--- config.mk ---
export PLATFORM = sky130hd
export DESIGN_NAME = sipo_frame_deserializer
export DESIGN_NICKNAME = d
export VERILOG_FILES = /design/src/rtl/sipo_frame_deserializer.sv
export SDC_FILE = /design/constraint.sdc
export NUM_CORES = 1
export LEC_CHECK = 0
export ABC_AREA = 1
export BUFFER_PORTS_ARGS = -buffer_cell sky130_fd_sc_hd__buf_4
export CORE_MARGIN = 2
export CORE_UTILIZATION = 28
export DETAILED_ROUTE_END_ITERATION = 16
export GPL_TIMING_DRIVEN = 0
export SLEW_MARGIN = 20
export SYNTH_ARGS = -nofsm -noshare
export SYNTH_HDL_FRONTEND = slang
export SYNTH_SLANG_ARGS = --single-unit
--- constraint.sdc ---
create_clock -name clk -period 2.7 [get_ports clk]
set_input_delay 0 -clock clk [delete_from_list [all_inputs] [get_ports clk]]
set_output_delay 0 -clock clk [all_outputs]
set_load 0.01 [all_outputs]
--- src/rtl/sipo_frame_deserializer.sv ---
// LSB-first serial-to-parallel receive stage with framing restart detection and a
// one-entry valid/ready output buffer that flags sticky overruns.
module sipo_frame_deserializer #(
   parameter int WIDTH = 4,
   parameter int CNT_W = $clog2(WIDTH + 1)
) (
   input  logic             clk,
   input  logic             reset_n,
   input  logic             serial_in,
   input  logic             serial_valid,
   input  logic             frame_start,
   input  logic             out_ready,
   input  logic             overrun_clr,
   output logic [WIDTH-1:0] parallel_out,
   output logic             out_valid,
   output logic             busy,
   output logic [CNT_W-1:0] bit_count,
   output logic             frame_err,
   output logic             overrun
);

   typedef enum logic {IDLE = 1'b0, SHIFT = 1'b1} state_t;

   state_t           state;
   logic [WIDTH-1:0] shift_reg;
   logic [WIDTH-1:0] shift_nxt;
   logic             last_bit;
   logic             can_load;

   if (WIDTH < 2) begin : g_width_chk
      $error("sipo_frame_deserializer: WIDTH must be at least 2");
   end

   assign shift_nxt = {serial_in, shift_reg[WIDTH-1:1]};
   assign last_bit  = (bit_count == CNT_W'(WIDTH - 1));
   // Buffer can take a new word if empty or being drained on this same edge.
   assign can_load  = !out_valid || out_ready;
   assign busy      = (state == SHIFT);

   always_ff @(posedge clk) begin
      if (!reset_n) begin
         state        <= IDLE;
         shift_reg    <= '0;
         parallel_out <= '0;
         out_valid    <= 1'b0;
         bit_count    <= '0;
         frame_err    <= 1'b0;
         overrun      <= 1'b0;
      end else begin
         frame_err <= 1'b0;
         if (overrun_clr)
            overrun <= 1'b0;
         if (out_valid && out_ready)
            out_valid <= 1'b0;

         if (serial_valid) begin
            case (state)
               IDLE: begin
                  if (frame_start) begin
                     shift_reg <= shift_nxt;
                     bit_count <= CNT_W'(1);
                     state     <= SHIFT;
                  end
               end
               SHIFT: begin
                  shift_reg <= shift_nxt;
                  if (frame_start) begin
                     bit_count <= CNT_W'(1);
                     frame_err <= 1'b1;
                  end else if (last_bit) begin
                     bit_count <= '0;
                     state     <= IDLE;
                     // Later assignments override the drain/clear defaults above.
                     if (can_load) begin
                        parallel_out <= shift_nxt;
                        out_valid    <= 1'b1;
                     end else begin
                        overrun <= 1'b1;
                     end
                  end else begin
                     bit_count <= bit_count + CNT_W'(1);
                  end
               end
               default: state <= IDLE;
            endcase
         end
      end
   end

endmodule

==> summary.md <==
| Metric | Value |
|---|---|
| Status | completed |
| Pins Over Slew Limit | 0 |
| Multi-input logic area | 262 um^2 |
| Row cnt | 16 |
| Placed wire-length estimate | 857 um |
| Hold Path End | bit_count[0] |
| Max cap viols | 0 |
| Most frequent cell after synthesis | nand2_1 |
| Yosys top cell area share | 46.3% |
| Pre-Repair DR Iteration Count | 3 |
| Syn Inst Count | 81 |
| ANT nets after route | 0 |
| # setup viols final | 0 |
| # resized after CTS | 0 |
| Max FO, Critical Path | 9 |
| Fin nets | 114 |
| Fillcell total | 216 |
| Area leader, netlist | dfxtp_1 |
| Reg-to-reg critical path endpoint | parallel_out[0] |
| RSZ-0062 raised after global routing | false |
| Largest net degree at the start of global routing | 11 |
| Final worst slack | 1.46 ns |
| GP Congestion | 0.670 |
| Syn-to-layout area delta | 37.6% |
| #FFs+latches synth | 14 |
| Share of cells above drive strength 1 | 23.8% |
| Routed vias | 551 |
| Seq/Total Area, Yosys | 46.3% |
| # H-tree levels | 1 |
| Peak VDD IR | 0.236 mV |
| Clock latency on the worst-skew pair | 0.27 ns |
| Place WS | 1.46 ns |
| Num ports | 18 |
| CTS tree | built |
| Worst min-delay path startpoint | reset_n |
| Initial antenna violation count | 0 |
| Worst slew margin | 74.8% |
| Port buffer count | 17 |
| Leak Pwr | 0.379 nW |
| Final period util | 45.9% |
| Reg-to-reg startpoint | bit_count[0] |
| DRT Wirelength | 1130 um |
| CP Launch Type | flip-flop |
| Critical path type | reg2reg |
| Die Area | 2550 um^2 |
| Vias in the first global route | 518 |
| Largest register FFs | 4 |
| R2R cell count | 7 |
| Register area | 280 um^2 |
| PwrDens | 488 nW/um^2 |
| NetSw | 91.7 uW |
| CP arrival | 1.46 ns |
| Die height | 50.5 um |
| Yosys cell types | 16 |
| Setup TNS | 0 ns |
| Post-synth top flop | dfxtp_1 |
| Post-DP Area | 767 um^2 |
| Setup crit end kind | flip-flop |
| Post-synth EDFFs | 0 |
| Routed length per instance | 8.58 um |
| Commonest cells post-synth | nand2_1 (18), inv_1 (16), dfxtp_1 (14) |
| Final Non-Filler Cells | 132 |
| Clock Skews | 0.00422 ns |
| Diodes inserted | 0 |
| Initial Utilization | 30.3% |
| Final instance area | 833 um^2 |
| Post-DR vias/cell | 4.17 |
| CTS Root Cell | clkbuf_4 |
| CTS sink count | 14 |
| Fmax | 0.806 GHz |
| Post-Syn Area per Cell | 7.48 um^2 |
| # placed instances | 125 |
| GRT overflow | 0 |
| Worst-Margin Slew | 0.379 ns |
| Die width | 50.5 um |
| Drt initial violations | 10 |
| Overall power | 406 uW |
| Core area | 2000 um^2 |
| Min Tclk post-route | 1.24 ns |
| CTS max path bufs | 2 |
| Flop2flop setup slack | 1.46 ns |
| Final hold vios | 0 |
| Tot GR Track Use | 10.5% |
| Drc violations | 0 |
| Switch share | 22.6% |
| Number of post-CTS setup repair buffers | 0 |
| Post-layout util | 41.6% |
| Syn. warnings | 0 |
| Post-Syn Area | 606 um^2 |
| Hold path depth | 3 |
| Internal | 315 uW |
| Critical Path RT | 2.92 ns |
| Seq pwr share | 53.6% |
| First-pass GRT wire length | 2060 um |
| Smallest hold slack | 0.00596 ns |
| Syn nets | 89 |
| Post-synth ARST share | 0% |
| Synth area leaders | dfxtp_1 (46%), nand2_1 (11%), inv_1 (9.9%), a21oi_1 (5.0%), nor2_1 (4.3%) |
| Total CTS buffers | 3 |
| Gate power share | 10.1% |
| Hold WC Path Type | in2reg |
| Clock power share | 36.3% |
| Worst-path clk slew | 0.09 ns |
[how the worst max path moves through the flow]
stage                            start               to  slack (ns)  cells past startpoint
after floorplan           bit_count[0]  parallel_out[0]        1.57                      7
after global placement    bit_count[0]  parallel_out[3]        1.47                      7
after detailed placement  bit_count[0]  parallel_out[0]        1.46                      7
after CTS                 bit_count[0]  parallel_out[0]        1.43                      7
after global routing      bit_count[0]  parallel_out[3]        1.31                      7
final                     bit_count[0]  parallel_out[0]        1.46                      7
[routing by layer]
layer / share of wire [%] / up-vias / global-route usage (%)
li1: - / 304 / -
met1: 48 / 234 / 13.2
met2: 46 / 13 / 17.1
met3: 6.0 / 0 / 2.68
met4: 0 / 0 / 4.05
met5: 0 / - / 0
[placed cells by master, fill, tap and decap left out]
cell	synthesis	final
a21oi_1	6	6
a31oi_1	1	1
buf_4	0	17
clkbuf_1	1	1
clkbuf_4	0	3
clkbuf_8	0	1
dfxtp_1	14	14
dlygate4sd3_1	0	3
ha_1	1	1
inv_1	16	16
nand2_1	18	18
nand2_2	1	1
nand3_1	3	3
nand3_4	1	1
nand3b_1	1	1
nand4_1	4	4
nor2_1	7	7
nor2_4	2	2
nor3_1	1	1
o21ai_0	4	4
[cells by family after synthesis]
| kind of cell | Yosys count | synth area share (%) |
|---|---|---|
| AOI/OAI and AO/OA | 11 | 9.30 |
| adders and majority gates | 1 | 2.07 |
| buffers and inverters | 17 | 10.5 |
| DFF | 14 | 46.3 |
| and+or+nand+nor | 38 | 31.8 |
[critical path, stage by stage, from the launching register on]
cell	delay [ns]
dfxtp_1	0.39
ha_1	0.20
inv_1	0.07
nor2_4	0.22
nand3_4	0.12
nand2_1	0.07
inv_1	0.03
nor2_1	0.08
[layout make-up]
class / count / area share [%]
Tap cell: 27 / 4.05
Clock buffer: 4 / 4.35
Multi-Input combinational cell: 50 / 31.4
Inverter: 16 / 7.21
Timing Repair Buffer: 20 / 18.9
Buffer: 1 / 0.450
Sequential cell: 14 / 33.6
[power by group through the flow]
| stage | logic (mW) | registers (mW) | clock network (mW) |
|---|---|---|---|
| final | 0.0410 | 0.218 | 0.147 |
| after global placement | 0.0371 | 0.223 | 0 |
| after CTS | 0.0416 | 0.218 | 0.154 |
| after floorplan | 0.0197 | 0.224 | 0 |
| after detailed placement | 0.0379 | 0.223 | 0 |
| after global routing | 0.0474 | 0.219 | 0.161 |
[repair_timing]
item,in CTS,in global routing
hold buffers,3,0
setup endpoints to repair,0,0
hold endpoints to repair,3,0
(Power assumes the default switching activity.)
